$ cat src/rtl/multiword_prefix_add_seq.sv
// multiword_prefix_add_seq
//   Multi-cycle wide adder/subtractor. A full-width operand pair is accepted
//   on a valid/ready handshake, then added one CW-bit slice per cycle (LSB
//   slice first) through a Sklansky parallel-prefix chunk adder, with each
//   chunk's carry-out chained into the next chunk's carry-in. The assembled
//   sum, the final carry and the signed overflow flag are held on a
//   valid/ready output port until taken.
//
// Ports
//   clk        clock, all state changes on the rising edge
//   rst        synchronous active-high reset
//   in_valid   operand set valid
//   in_ready   block can accept an operand set (IDLE only)
//   a, b       N-bit operands, N = CW*NCH
//   cin        carry-in for add, ignored when sub=1
//   sub        1 = a - b, computed as a + ~b + 1
//   out_valid  result valid (DONE only)
//   out_ready  downstream takes the result
//   sum        N-bit result
//   cout       carry-out of the MSB chunk (for sub, 1 = no borrow)
//   ovf        two's-complement signed overflow of the N-bit operation

// Sklansky prefix adder for one chunk. The carry-in is folded into the
// bit-0 generate, so the final group generate of bit i is directly the carry
// out of bit i and no separate carry-in post-processing is needed.
module sklansky_add #(
  parameter int W = 15
) (
  input  logic [W-1:0] x,
  input  logic [W-1:0] y,
  input  logic         ci,
  output logic [W-1:0] s,
  output logic         co
);

  localparam int LV = (W > 1) ? $clog2(W) : 1;

  logic [W-1:0] g, p, gg, pp, gn, pn;
  logic [W:0]   carries;

  // Each level l lets every bit with bit l of its index set absorb the group
  // ending just below its 2^l-aligned block boundary (the Sklansky fan-out).
  always_comb begin
    g     = x & y;
    p     = x ^ y;
    gg    = g;
    pp    = p;
    gg[0] = g[0] | (p[0] & ci);
    gn    = gg;
    pn    = pp;
    for (int l = 0; l < LV; l++) begin
      gn = gg;
      pn = pp;
      for (int i = 0; i < W; i++) begin
        if (((i >> l) & 1) == 1) begin
          gn[i] = gg[i] | (pp[i] & gg[((i >> l) << l) - 1]);
          pn[i] = pp[i] & pp[((i >> l) << l) - 1];
        end
      end
      gg = gn;
      pp = pn;
    end
    carries = {gg, ci};
    s       = p ^ carries[W-1:0];
    co      = carries[W];
  end

endmodule

module multiword_prefix_add_seq #(
  parameter int CW  = 15,
  parameter int NCH = 4
) (
  input  logic              clk,
  input  logic              rst,
  input  logic              in_valid,
  output logic              in_ready,
  input  logic [CW*NCH-1:0] a,
  input  logic [CW*NCH-1:0] b,
  input  logic              cin,
  input  logic              sub,
  output logic              out_valid,
  input  logic              out_ready,
  output logic [CW*NCH-1:0] sum,
  output logic              cout,
  output logic              ovf
);

  localparam int N  = CW * NCH;
  localparam int IW = (NCH > 1) ? $clog2(NCH) : 1;

  typedef enum logic [1:0] {IDLE, RUN, DONE} state_t;

  state_t          state, state_next;
  logic [N-1:0]    a_q, b_q;
  logic            cy;
  logic [IW-1:0]   idx;
  logic [CW-1:0]   a_slice, b_slice, csum;
  logic            ccout;
  logic            last;

  assign a_slice = a_q[int'(idx)*CW +: CW];
  assign b_slice = b_q[int'(idx)*CW +: CW];
  assign last    = (idx == IW'(NCH - 1));

  sklansky_add #(.W(CW)) u_chunk (
    .x  (a_slice),
    .y  (b_slice),
    .ci (cy),
    .s  (csum),
    .co (ccout)
  );

  // State register.
  always_ff @(posedge clk) begin
    if (rst) state <= IDLE;
    else     state <= state_next;
  end

  // Next state and handshake outputs; both handshakes depend on state only,
  // so there is no combinational path from in_valid or out_ready.
  always_comb begin
    state_next = state;
    in_ready   = 1'b0;
    out_valid  = 1'b0;
    case (state)
      IDLE: begin
        in_ready = 1'b1;
        if (in_valid) state_next = RUN;
      end
      RUN: begin
        if (last) state_next = DONE;
      end
      DONE: begin
        out_valid = 1'b1;
        if (out_ready) state_next = IDLE;
      end
      default: state_next = IDLE;
    endcase
  end

  // Operand staging and slice-by-slice result assembly. B is stored already
  // inverted for subtraction so the chunk adder only ever adds. The overflow
  // flag uses the stored (possibly inverted) B MSB together with the MSB
  // chunk's sum bit on the final RUN cycle.
  always_ff @(posedge clk) begin
    if (rst) begin
      a_q  <= '0;
      b_q  <= '0;
      cy   <= 1'b0;
      idx  <= '0;
      sum  <= '0;
      cout <= 1'b0;
      ovf  <= 1'b0;
    end else begin
      case (state)
        IDLE: begin
          if (in_valid) begin
            a_q <= a;
            b_q <= sub ? ~b : b;
            cy  <= sub ? 1'b1 : cin;
            idx <= '0;
          end
        end
        RUN: begin
          sum[int'(idx)*CW +: CW] <= csum;
          cy <= ccout;
          if (last) begin
            cout <= ccout;
            ovf  <= (a_q[N-1] == b_q[N-1]) && (csum[CW-1] != a_q[N-1]);
            idx  <= '0;
          end else begin
            idx <= idx + 1'b1;
          end
        end
        default: ;
      endcase
    end
  end

endmodule

$ cat config.mk
export PLATFORM = sky130hd
export DESIGN_NAME = multiword_prefix_add_seq
export DESIGN_NICKNAME = d
export VERILOG_FILES = /design/src/rtl/multiword_prefix_add_seq.sv
export SDC_FILE = /design/constraint.sdc
export NUM_CORES = 1
export LEC_CHECK = 0
export CORE_AREA = 2 2 149 151
export CTS_CLUSTER_DIAMETER = 60
export DETAILED_ROUTE_END_ITERATION = 6
export DIE_AREA = 0 0 151 153
export GPL_TIMING_DRIVEN = 0
export PLACE_DENSITY = 0.67
export SLEW_MARGIN = 20
export SYNTH_ARGS = -nofsm -noshare
export SYNTH_HDL_FRONTEND = slang
export SYNTH_SLANG_ARGS = --single-unit
$ cat constraint.sdc
create_clock -name clk -period 4.1 [get_ports clk]
set_input_delay 0.82 -clock clk [delete_from_list [all_inputs] [get_ports clk]]
set_output_delay 0.82 -clock clk [all_outputs]
set_load 0.01 [all_outputs]
==> results.sh <==
export IMPL_grt_overflow_total=0
export IMPL_endpoint_kind="flop"
export IMPL_number_of_global_route_vias_before_repair=7311
export IMPL_wire_length_per_cell_um=18.5
export IMPL_cts_made_buffers=17
export IMPL_viasPerCell=5.30
export IMPL_detailedRoute_firstIterationViolations=584
export IMPL_placed_cells=1388
export IMPL_worst_ep_required_time_ps=4410
export IMPL_flow_area_growth_from_synthesis_pct=33.8
export IMPL_synth_largest_area_cell="sky130_fd_sc_hd__dfxtp_1"
export IMPL_io_pins=190
export IMPL_grt_pass1_wl_mm=40.0
export IMPL_max_cap_violations=0
export IMPL_num_vias=7525
export IMPL_worst_clock_skew_ps=9.08
export IMPL_synth_top_area_share=0.444
export IMPL_postSynthRegisterBits=187
export IMPL_status="completed"
export IMPL_peakVddDrop_uv=296
export IMPL_number_of_endpoints_with_negative_hold_slack_in_the_final_report=0
export IMPL_drc=0
export IMPL_slew_violations=0
export IMPL_crit_chain="clkbuf_2, clkbuf_8, buf_4, mux4_2, fa_1, inv_1, fa_1, nand2b_1, a21o_2, a21boi_1, o21ai_2, nor2b_1, fa_2, nor2_1, a21oi_1, nor2_1"
export IMPL_worstSetupStartpointType="flop"
export IMPL_detail_route_first_pass_iterations=5
export IMPL_power_static_leakage_nw=4.04
export IMPL_port_buffer_count=187
export IMPL_clkSlewWorstSetupHoldPaths_ps=60
export IMPL_path_class="reg2reg"
export IMPL_async_flop_share=0
export IMPL_setup_viol=0
export IMPL_chip_width_um=151
export IMPL_syn_instance_count=921
export IMPL_hold_path_class="reg2reg"
export IMPL_ff_latch_area_mm2=0.00374
export IMPL_tightestPinTransition_ps=726
export IMPL_preCtsSetupSlack_ps=-974
export IMPL_postRouteWirelength_mm=26.2
export IMPL_tritoncts="done"
export IMPL_worst_slew_margin_rel=0.516
export IMPL_seq_area_frac_synth=0.444
export IMPL_antenna_found_initial=0
export IMPL_critical_path_peak_fanout=10
export IMPL_cts_sinks=187
export IMPL_ys_flop_type="sky130_fd_sc_hd__dfxtp_1"
export IMPL_hpwl_mm=20.3
export IMPL_cts_hold_buffers=0
export IMPL_die_height_um=153
export IMPL_share_of_post_route_cells_with_drive_strength_above_1=0.0808
export IMPL_synth_fp_nets=1071
export IMPL_pwr_density_cell_mw_per_mm2=392
export IMPL_worstHoldPathCells=2
export IMPL_filler_cell_count=2033
export IMPL_grt_max_degree=17
export IMPL_cp_data_arrival_time_ps=4140
export IMPL_gp_congestion=0.857
export IMPL_detail_route_antenna_nets=0
export IMPL_synth_edf_count=0
export IMPL_cts_htree_levels=4
export IMPL_synth_warning_count=0
export IMPL_timing_final_ws_setup_ps=279
export IMPL_global_route_usage_total=0.229
export IMPL_design_final_nets=1278
export IMPL_commonest_non_fill_non_tap_cells_in_the_layout="sky130_fd_sc_hd__dfxtp_1, sky130_fd_sc_hd__clkdlybuf4s50_1, sky130_fd_sc_hd__nand2_1"
export IMPL_die_area_mm2=0.0231
export IMPL_worst_path_largest_cell_delay_ps=610
export IMPL_clockRootBuffer="sky130_fd_sc_hd__clkbuf_16"
export IMPL_finish_utilization=0.526
export IMPL_core_mm2=0.0215
export IMPL_crit_path_top_delay_cell="sky130_fd_sc_hd__fa_2"
export IMPL_synth_top_cells_by_area="sky130_fd_sc_hd__dfxtp_1, sky130_fd_sc_hd__mux4_2, sky130_fd_sc_hd__xnor2_1"
export IMPL_timing_hold_ws_ps=455
export IMPL_synth_area_mm2=0.00844
export IMPL_rr_worst_depth=16
export IMPL_clk_latency_ps=440
export IMPL_initial_core_util=0.393
export IMPL_synthesis_area_per_instance_um2=9.16
export IMPL_synth_cell_types=46
export IMPL_multi_input_comb_area_mm2=0.00440
export IMPL_period_needed_ps=3820
export IMPL_antennaDiodeCount=0
export IMPL_placement_rows=54
export IMPL_finalCritPeriodShare=0.932
export IMPL_grt_setup_unrepaired="no"
export IMPL_finish_cell_count_without_fillers=1419
export IMPL_fmax_mhz=262
export IMPL_clock_path_buffers=2
power breakdown:
part           switching (mW)  total (mW)  internal (mW)
Combinational           0.460       0.840          0.380
Clock                   0.692        1.60          0.910
Sequential             0.0651        1.99           1.92
Total                    1.22        4.43           3.21
path summary, 6_finish.rpt:
check                           slack, ps     from  endpoint
worst max-delay path                  280   idx[1]   sum[23]
worst min-delay path                  460  a_q[27]   a_q[27]
worst max register to register        280   idx[1]   sum[23]
worst min register to register        460  a_q[27]   a_q[27]
per-layer routing:
| layer | global-route usage | vias to the layer above | share of wire |
|---|---|---|---|
| met5 | 0 | - | 0 |
| li1 | - | 3625 | - |
| met2 | 0.362 | 326 | 0.47 |
| met4 | 0.102 | 0 | 0.034 |
| met3 | 0.0373 | 49 | 0.076 |
| met1 | 0.307 | 3525 | 0.42 |
state kept, by name, indices dropped and copies added (netlist names):
| signal | flops |
|---|---|
| a_q | 60 |
| cout | 1 |
| ovf | 1 |
| state | 2 |
| sum | 60 |
| idx | 2 |
| cy | 1 |
| b_q | 60 |
critical path, delay by kind of cell, from the launching register on:
kind / cells / cell delay (ps)
fa+ha+maj: 3 / 1170
buf+inv: 4 / 770
compound gates: 4 / 660
simple gates: 4 / 440
flops: 1 / 380
mux: 1 / 280
cell families (layout without fill, tap and decap cells):
family / Yosys count / after routing / synth area share
AO/OA/AOI/OAI: 226 / 226 / 0.182
XOR/XNOR: 64 / 64 / 0.0664
adder cells (fa/ha/maj): 24 / 24 / 0.0400
buffers and inverters: 83 / 301 / 0.0387
flip-flops: 187 / 187 / 0.444
multiplexers: 30 / 30 / 0.0801
AND/OR/NAND/NOR: 307 / 307 / 0.149
cell usage after synthesis, types with 4 or more instances:
master,n
sky130_fd_sc_hd__xnor2_1,62
sky130_fd_sc_hd__dfxtp_1,187
sky130_fd_sc_hd__a21oi_1,87
sky130_fd_sc_hd__inv_1,11
sky130_fd_sc_hd__ha_1,19
sky130_fd_sc_hd__nand2b_1,6
sky130_fd_sc_hd__or3_1,4
sky130_fd_sc_hd__o31ai_1,4
sky130_fd_sc_hd__fa_1,5
sky130_fd_sc_hd__nor3_1,5
sky130_fd_sc_hd__nor2_1,135
sky130_fd_sc_hd__a211oi_1,61
sky130_fd_sc_hd__a21o_1,7
sky130_fd_sc_hd__a32oi_1,12
sky130_fd_sc_hd__buf_2,12
sky130_fd_sc_hd__clkbuf_1,59
sky130_fd_sc_hd__o21ai_0,10
sky130_fd_sc_hd__mux4_2,30
sky130_fd_sc_hd__nand2_1,140
sky130_fd_sc_hd__a22o_1,4
sky130_fd_sc_hd__a22oi_1,24
per-stage QoR:
stage | total power, mW | TNS, ps | cell area, um^2
2_1_floorplan | 2.49 | 0 | 8440
3_3_place_gp | 2.83 | -12900 | 10700
3_5_place_dp | 2.84 | -15730 | 10700
4_1_cts | 4.42 | 0 | 11300
5_1_grt | 4.58 | 0 | 11300
6_report | 4.43 | 0 | 11300
final cells by class:
cell class	count	area share
Multi-Input combinational cell	651	0.389
Inverter	11	0.00366
Sequential cell	187	0.332
Tap cell	280	0.0310
Timing Repair Buffer	188	0.166
Clock inverter	6	0.00554
Clock buffer	24	0.0444
Buffer	72	0.0279
timing repair:
item / CTS / global route
endpoints found under the setup margin: 41 / 12
pin swaps: 0 / 1
buffers inserted: 0 / 1
resized for setup: 17 / 7
Power figures use the tool's default switching activity.
